## src/rtl/cpu_ctrl_fsm_if.sv

```systemverilog
// Bus between the control sequencer and the memory / PC / ALU datapath.
// The controller side uses the master modport. The datapath and memory side uses slave.
interface cpu_ctrl_fsm_if #(
  parameter int ADDR_W = 5
);
  logic              start;
  logic [7:0]        mem_rdata;
  logic              mem_ready;
  logic              zero_flag;
  logic              load_pc;
  logic              inc_pc;
  logic [ADDR_W-1:0] jump_addr;
  logic              mem_rd;
  logic              mem_wr;
  logic              addr_sel;
  logic [7:0]        ir;
  logic [1:0]        alu_op;
  logic              acc_load;
  logic              halted;
  logic              fault;

  modport master (
    input  start, mem_rdata, mem_ready, zero_flag,
    output load_pc, inc_pc, jump_addr, mem_rd, mem_wr, addr_sel,
           ir, alu_op, acc_load, halted, fault
  );

  modport slave (
    output start, mem_rdata, mem_ready, zero_flag,
    input  load_pc, inc_pc, jump_addr, mem_rd, mem_wr, addr_sel,
           ir, alu_op, acc_load, halted, fault
  );
endinterface

```

## src/rtl/cpu_ctrl_fsm.sv

```systemverilog
// Multi-cycle fetch/decode/execute sequencer for the 8-bit core.
// It drives the PC controls and the memory strobes, and it holds the instruction register.
// It also issues the accumulator/ALU commands.
module cpu_ctrl_fsm #(
  parameter int MEM_TIMEOUT = 15,
  parameter int ADDR_W      = 5
) (
  input  logic           clk,
  input  logic           rst_n,
  cpu_ctrl_fsm_if.master bus
);

  typedef enum logic [2:0] {
    S_IDLE, S_FETCH, S_DECODE, S_EXEC, S_JUMP, S_SETTLE, S_HALT
  } state_t;

  localparam logic [2:0] OP_NOP = 3'd0;
  localparam logic [2:0] OP_LDA = 3'd1;
  localparam logic [2:0] OP_STA = 3'd2;
  localparam logic [2:0] OP_ADD = 3'd3;
  localparam logic [2:0] OP_SUB = 3'd4;
  localparam logic [2:0] OP_JMP = 3'd5;
  localparam logic [2:0] OP_JZ  = 3'd6;
  localparam logic [2:0] OP_HLT = 3'd7;

  localparam logic [7:0] TMO_LIMIT = 8'(MEM_TIMEOUT);

  state_t     state_q, state_d;
  logic [7:0] ir_q, ir_d;
  logic       fault_q, fault_d;
  logic [7:0] tmo_q, tmo_d;

  logic [2:0] opcode;
  logic       acc_op;
  logic [7:0] tmo_inc;

  logic       load_pc, inc_pc, mem_rd, mem_wr, addr_sel, acc_load, halted;
  logic [1:0] alu_op;

  assign opcode  = ir_q[7:5];
  assign acc_op  = (opcode == OP_LDA) || (opcode == OP_ADD) || (opcode == OP_SUB);
  assign tmo_inc = tmo_q + 8'd1;

  // State register, instruction register, sticky fault and memory wait counter
  always_ff @(posedge clk or negedge rst_n) begin
    if (!rst_n) begin
      state_q <= S_IDLE;
      ir_q    <= 8'h00;
      fault_q <= 1'b0;
      tmo_q   <= 8'h00;
    end else begin
      state_q <= state_d;
      ir_q    <= ir_d;
      fault_q <= fault_d;
      tmo_q   <= tmo_d;
    end
  end

  // Next-state logic: sequencing, IR capture, timeout detection and fault update
  always_comb begin
    state_d = state_q;
    ir_d    = ir_q;
    fault_d = fault_q;
    tmo_d   = tmo_q;
    case (state_q)
      S_IDLE: begin
        if (bus.start) begin
          fault_d = 1'b0;
          state_d = S_SETTLE;
        end
      end
      S_SETTLE: state_d = S_FETCH;
      S_FETCH: begin
        if (bus.mem_ready) begin
          ir_d    = bus.mem_rdata;
          state_d = S_DECODE;
        end else if (tmo_inc == TMO_LIMIT) begin
          fault_d = 1'b1;
          state_d = S_HALT;
        end else begin
          tmo_d = tmo_inc;
        end
      end
      S_DECODE: begin
        case (opcode)
          OP_NOP:                         state_d = S_SETTLE;
          OP_LDA, OP_STA, OP_ADD, OP_SUB: state_d = S_EXEC;
          OP_JMP:                         state_d = S_JUMP;
          OP_JZ:                          state_d = bus.zero_flag ? S_JUMP : S_SETTLE;
          OP_HLT:                         state_d = S_HALT;
          default:                        state_d = S_SETTLE;
        endcase
      end
      S_EXEC: begin
        if (bus.mem_ready) begin
          state_d = S_FETCH;
        end else if (tmo_inc == TMO_LIMIT) begin
          fault_d = 1'b1;
          state_d = S_HALT;
        end else begin
          tmo_d = tmo_inc;
        end
      end
      S_JUMP: state_d = S_SETTLE;
      S_HALT: begin
        if (bus.start) state_d = S_IDLE;
      end
      default: state_d = S_IDLE;
    endcase
    // Clear the counter on any state change so that each FETCH or EXEC entry starts from zero.
    if (state_d != state_q) tmo_d = 8'h00;
  end

  // Output decode: state-based controls, plus acc_load gated by mem_ready and mem_wr gated by the opcode
  always_comb begin
    load_pc  = 1'b1;
    inc_pc   = 1'b1;
    mem_rd   = 1'b0;
    mem_wr   = 1'b0;
    addr_sel = 1'b0;
    alu_op   = 2'b00;
    acc_load = 1'b0;
    halted   = 1'b0;
    case (state_q)
      S_IDLE: begin
        load_pc = 1'b0;
        inc_pc  = 1'b0;
      end
      S_FETCH: mem_rd = 1'b1;
      S_DECODE: load_pc = 1'b0;
      S_EXEC: begin
        addr_sel = 1'b1;
        mem_rd   = acc_op;
        mem_wr   = (opcode == OP_STA);
        acc_load = acc_op && bus.mem_ready;
        if (opcode == OP_ADD)      alu_op = 2'b01;
        else if (opcode == OP_SUB) alu_op = 2'b10;
        else                       alu_op = 2'b00;
      end
      S_JUMP: inc_pc = 1'b0;
      S_HALT: halted = 1'b1;
      default: ;
    endcase
  end

  assign bus.load_pc   = load_pc;
  assign bus.inc_pc    = inc_pc;
  assign bus.jump_addr = ADDR_W'(ir_q[4:0]);
  assign bus.mem_rd    = mem_rd;
  assign bus.mem_wr    = mem_wr;
  assign bus.addr_sel  = addr_sel;
  assign bus.ir        = ir_q;
  assign bus.alu_op    = alu_op;
  assign bus.acc_load  = acc_load;
  assign bus.halted    = halted;
  assign bus.fault     = fault_q;

endmodule

```

## src/flat_wrapper.sv

```systemverilog
// flat-port wrapper written by rule: the top's interface ports become plain ports
module cpu_ctrl_fsm_flat 
#(
  parameter int MEM_TIMEOUT = 15,
  parameter int ADDR_W      = 5
)
  (clk, rst_n, bus_start, bus_mem_rdata, bus_mem_ready, bus_zero_flag, bus_load_pc, bus_inc_pc, bus_jump_addr, bus_mem_rd, bus_mem_wr, bus_addr_sel, bus_ir, bus_alu_op, bus_acc_load, bus_halted, bus_fault);
  cpu_ctrl_fsm_if #(.ADDR_W(ADDR_W)) bus_i ();
  input  logic clk;
  input  logic rst_n;
  input wire logic [$bits(bus_i.start)-1:0] bus_start;
  input wire logic [$bits(bus_i.mem_rdata)-1:0] bus_mem_rdata;
  input wire logic [$bits(bus_i.mem_ready)-1:0] bus_mem_ready;
  input wire logic [$bits(bus_i.zero_flag)-1:0] bus_zero_flag;
  output wire logic [$bits(bus_i.load_pc)-1:0] bus_load_pc;
  output wire logic [$bits(bus_i.inc_pc)-1:0] bus_inc_pc;
  output wire logic [$bits(bus_i.jump_addr)-1:0] bus_jump_addr;
  output wire logic [$bits(bus_i.mem_rd)-1:0] bus_mem_rd;
  output wire logic [$bits(bus_i.mem_wr)-1:0] bus_mem_wr;
  output wire logic [$bits(bus_i.addr_sel)-1:0] bus_addr_sel;
  output wire logic [$bits(bus_i.ir)-1:0] bus_ir;
  output wire logic [$bits(bus_i.alu_op)-1:0] bus_alu_op;
  output wire logic [$bits(bus_i.acc_load)-1:0] bus_acc_load;
  output wire logic [$bits(bus_i.halted)-1:0] bus_halted;
  output wire logic [$bits(bus_i.fault)-1:0] bus_fault;
  assign bus_i.start = bus_start;
  assign bus_i.mem_rdata = bus_mem_rdata;
  assign bus_i.mem_ready = bus_mem_ready;
  assign bus_i.zero_flag = bus_zero_flag;
  assign bus_load_pc = bus_i.load_pc;
  assign bus_inc_pc = bus_i.inc_pc;
  assign bus_jump_addr = bus_i.jump_addr;
  assign bus_mem_rd = bus_i.mem_rd;
  assign bus_mem_wr = bus_i.mem_wr;
  assign bus_addr_sel = bus_i.addr_sel;
  assign bus_ir = bus_i.ir;
  assign bus_alu_op = bus_i.alu_op;
  assign bus_acc_load = bus_i.acc_load;
  assign bus_halted = bus_i.halted;
  assign bus_fault = bus_i.fault;
  cpu_ctrl_fsm #(.MEM_TIMEOUT(MEM_TIMEOUT), .ADDR_W(ADDR_W)) u_core (.clk(clk), .rst_n(rst_n), .bus(bus_i));
endmodule
```

## config.mk

```make
export PLATFORM = sky130hd
export DESIGN_NAME = cpu_ctrl_fsm_flat
export DESIGN_NICKNAME = d
export VERILOG_FILES = /design/src/rtl/cpu_ctrl_fsm_if.sv /design/src/rtl/cpu_ctrl_fsm.sv /design/src/flat_wrapper.sv
export SDC_FILE = /design/constraint.sdc
export NUM_CORES = 1
export LEC_CHECK = 0
export ABC_AREA = 1
export CORE_MARGIN = 1
export CORE_UTILIZATION = 40
export CTS_CLUSTER_DIAMETER = 60
export DETAILED_ROUTE_END_ITERATION = 10
export HOLD_SLACK_MARGIN = 0.12
export PLACE_DENSITY = 0.71
export SLEW_MARGIN = 20
export SYNTH_ARGS = -nofsm -noshare
export SYNTH_HDL_FRONTEND = slang
export SYNTH_SLANG_ARGS = --single-unit
```

## constraint.sdc

```tcl
create_clock -name clk -period 2.2 [get_ports clk]
set_input_delay 0.44 -clock clk [delete_from_list [all_inputs] [get_ports clk]]
set_output_delay 0.44 -clock clk [all_outputs]
set_load 0.05 [all_outputs]
```

### Yosys cells after proc, flatten, opt, wreduce, memory -nomap -nowiden

Cells that the tools add are included.
W data, S select, Z words.

* register bits after elaboration: 20
* input bits: 13
* output and inout bits: 23

* add/subtract/negate cells: 1
* equal/unequal tests: 20
* multiplexer cells: 26
* reductions and logical operators: 14

Operators by type and width (count)
* $mux W8: 4
* $eq A3 B3 Y1 const B: 7
* $pmux W3 S7: 1
* $mux W3: 5
* $pmux W3 S5: 1
* $eq A3 B2 Y1 const B: 4
* $mux W1: 10
* $add A8 B1 Y8 const B: 1
* $eq A8 B4 Y1 const B: 1
* $eq A3 B1 Y1 const B: 2
* $logic_not A3 Y1: 2
* $mux W2: 3
* $ne A2 B2 Y1 const B: 3
* $reduce_or A2 Y1: 3
* $ne A2 B1 Y1 const B: 2
* $pmux W1 S2: 2
* $reduce_and A4 Y1: 1
* $reduce_bool A2 Y1: 2
* $reduce_or A4 Y1: 1
* $ne A3 B3 Y1: 1
* $reduce_and A3 Y1: 1
* $logic_or A1 B1 Y1: 2
* $reduce_and A2 Y1: 1
* $logic_and A1 B1 Y1: 1

### Logic depth before layout (Yosys ltp)

* word-level depth: 8
* depth in mapped cells: 13
* gate-level depth less buffers: 13

### Worst setup path before layout

Ideal clock, no wire load.

* path type: register -> output
* from: register u_core.state_q[2]
* to: output bus_acc_load
* data arrival time: 2.745 ns
* slack: -0.985 ns
* stages on the path, launching flop included: 8
* buffers on the path: 0
* path through: dfrtp_1 -> inv_2 -> nand2_1 -> nor2_2 -> inv_1 -> nor2_1 -> a31oi_1 -> nor2_1

* cells in the longest elaborated chain, start to end: 2

RTL lines
* from (decl): line cpu_ctrl_fsm.sv:28 `state_t state_q, state_d;`
* from (signal assigned): line cpu_ctrl_fsm.sv:52 `state_q <= state_d;`
* $eq A3 B2 Y1: line cpu_ctrl_fsm.sv:124 `case (state_q)`
* $mux W1: line cpu_ctrl_fsm.sv:124
* to (decl): line flat_wrapper.sv:23 `output wire logic [$bits(bus_i.acc_load)-1:0] bus_acc_load;`

Every way passes these cells.

### Worst setup path after layout

Same ends and word-level chain as after synthesis.

==> summary.md <==
| Metric | Value |
|---|---|
| Post-synth EDFFs | `0` |
| Top cells by instance count after synthesis | `nand2_1 (43), inv_1 (30), nor2_1 (22)` |
| Share of layout cells above drive strength 1 | `between 20% and 30%` |
| Post-Syn Area per Cell | `approximately 7.4 sq um` |
| Mux cell area share after synthesis | `4.018%` |
| Largest net degree at the start of global routing | `21` |
| Vias | `around 1.3k` |
| Status | `finished, final reports clean` |
| Overflow after GRT | `0` |
| Asr flop ratio synth | `100.0%` |
| Area of the core | `around 0.0033 sq mm` |
| Port Buffers | `35` |
| Synth Area in XOR/XNOR | `0%` |
| Die height | `around 61 um` |
| P per Cell Area | `between 1000 and 1500 mW/mm^2` |
| Non-filler cells in the finished layout | `~280` |
| Most common cell in the netlist | `nand2_1` |
| Cells after Synth | `190` |
| N_diodes | `0` |
| Leading area contributor after synthesis | `dfrtp_1` |
| Worst Skew | `a little under 7 ps` |
| Initial core utilization | `between 40% and 50%` |
| GPL Wtd Cong | `approximately 0.85` |
| DR vias/cell | `about 4.8` |
| Flop2flop setup slack | `roughly 290 ps` |
| TritonCTS buffer count | `3` |
| Slew Limit Fails | `0` |
| Yosys cell types | `28` |
| Post-placement cell count | `around 270` |
| Antenna Nets Post-Route | `0` |
| Compound-Gate Fraction of Synth Area | `under 10%` |
| Vias in the first global route | `1146` |
| Full die area | `approximately 0.0037 sq mm` |
| Arr. time, crit path | `about 1600 ps` |
| Design Power | `~0.0027 W` |
| Slew @ Worst Pin | `roughly 510 ps` |
| Area Growth Syn to Fin | `40.98%` |
| Simple-Gate Fraction of Synth Area | `between 30 and 40%` |
| CTS tree | `yes` |
| Final HPWL DP | `~2400 um` |
| Critical path launch point type | `flop` |
| Critical path peak fanout | `6` |
| Final hold vios | `0` |
| DRC errors left | `0` |
| Initial antenna violation count | `0` |
| Dominant synthesized flop cell | `dfrtp_1` |
| Maxcap violations | `0` |
| Routed wire length | `roughly 3200 um` |
| Sinks on Clock Net | `20` |
| Largest family of logic cells by synthesized area | `simple AND/OR/NAND/NOR gates` |
| CP Capture Type | `primary output` |
| Peak Freq | `0.4818 GHz` |
| Fin crit share | `between 90% and 100%` |
| Post-Synthesis Cell Area | `around 0.0014 sq mm` |
| CTS clk-pin slew, worst paths | `around 120 ps` |
| CTS H-tree depth | `1` |
| Final Critical Period | `a little over 2000 ps` |
| Syn nets | `just over 200` |
| Die X-Extent | `61.19 um` |
| Syn. warnings | `0` |
| WP data required | `roughly 1800 ps` |
| Clock buffer depth | `2` |
| Area share of fa/ha/maj cells after synthesis | `under 10%` |
| Synth top area cells | `dfrtp_1 (36%), nand2_1 (12%), inv_1 (8.0%)` |
| Sequential area share after synthesis | `35.71%` |
| First-pass GRT wire length | `roughly 5200 um` |
| Flops & latches, synth | `20` |
| Worst slew margin | `65.89%` |
| Worst Setup Path Type | `reg2out` |
| DRT Pass-1 Iters | `4` |
| Peak VDD IR | `between 0.9 and 1 mV` |
| WL/cell | `about 12 um` |
| Initial DRC Count | `60` |
| Top cell type's share of synthesized area | `35.71%` |
| Final core occ | `about three fifths` |
| Leak | `about 0.9 nW` |
| RSZ-0062 raised after global routing | `no` |
| All-Layer GR Usage | `18.95%` |
| IO Pins | `36` |
| Root buffer cell | `clkbuf_4` |
| Cell Rows | `21` |
| Clk Latency, worst-skew pair | `310 ps` |
| Fin nets | `between 200 and 250` |
| Tightest Hold Check Type | `in2async` |
| Final setup viols | `0` |
[through the flow]
stage / setup slack [ps] / setup TNS (ps) / instance area [sq um] / hold WS (ps)
after floorplan: -73.79 / -73.79 / 1446 / 144.4
after global placement: 267.1 / 0 / 1899 / 507.2
after detailed placement: 252.4 / 0 / 1899 / 518.8
after CTS: 55.15 / 0 / 1958 / 457.2
after global routing: 19.25 / 0 / 1976 / 464.0
final: 124.3 / 0 / 1976 / 447.3
[sequential cells by signal (all words and copies together) (netlist names)]
register	count
u_core.bus.fault	1
u_core.bus.ir	8
u_core.state_q	3
u_core.tmo_q	8
[timing repair]
action / 4_1_cts / 5_1_grt
setup endpoints to repair: 2 / 7
hold buffers: 0 / 0
buffers inserted: 3 / 0
gates resized for setup: 0 / 3
pin swaps: 1 / 0
hold endpoints to repair: 0 / 0
[power breakdown]
part | switching, W | total [W] | internal [W]
Clock | 0.000122 | 0.000223 | 0.000101
Combinational | 0.00127 | 0.00192 | 0.000653
Sequential | 0.000106 | 0.000589 | 0.000483
[kinds of logic after synthesis]
| family | count (synthesis) |
|---|---|
| and+or+nand+nor | 107 |
| buffers and inverters | 39 |
| DFF | 20 |
| AOI/OAI and AO/OA | 17 |
| muxes | 5 |
| adders and majority gates | 2 |
[critical path, stage by stage (launching register included)]
cell and delay [ps]:
dfrtp_1 420, inv_2 110, nand2_2 120, nor2_4 110
inv_2 70, nor2_4 160, a31oi_4 70, nor2_4 120
buf_12 140
[area by class of cell]
| cell class | count | area, sq um |
|---|---|---|
| multi-input cells | 131 | 788.3 |
| flip-flops and latches | 20 | 501.7 |
| well taps | 46 | 57.56 |
| inverters | 31 | 116.4 |
| fillers | 315 | 1361 |
| repair buffers | 43 | 475.5 |
| clock buffers | 4 | 36.28 |
[per-layer routing]
metal  global-route usage (%)  up-vias  part of all wire (%)
met4                    6.494        0                   1.1
met5                        0        -                     0
li1                         -      688                     -
met3                    3.992        4                   4.2
met2                    29.81       31                    47
met1                    25.92      602                    48
[path summary, 6_finish.rpt]
kind	to	cells past startpoint	startpoint
min	u_core.bus.ir[2]	2	rst_n
min in group clk	u_core.bus.fault	2	u_core.bus.fault
max reg2reg	u_core.tmo_q[6]	12	u_core.tmo_q[0]
max in group asynchronous	u_core.tmo_q[1]	2	rst_n
max	bus_acc_load	8	u_core.state_q[2]
min reg2reg	u_core.bus.fault	2	u_core.bus.fault
[placed cells by master, fill, tap and decap left out, drive strengths merged]
master / synthesis / layout
nand3: 16 / 16
a21boi: 1 / 1
nand4: 9 / 9
nor2: 25 / 25
buf: 8 / 17
nand3b: 1 / 1
dfrtp: 20 / 20
o22ai: 1 / 1
inv: 31 / 31
nor3: 10 / 10
o211ai: 1 / 1
clkdlybuf4s50: 0 / 26
mux2: 5 / 5
clkbuf: 0 / 4
a21oi: 7 / 7
o21ai: 6 / 6
nand2: 46 / 46
a31oi: 1 / 1
ha: 2 / 2
Note: power is estimated with default switching activity, not from simulation.
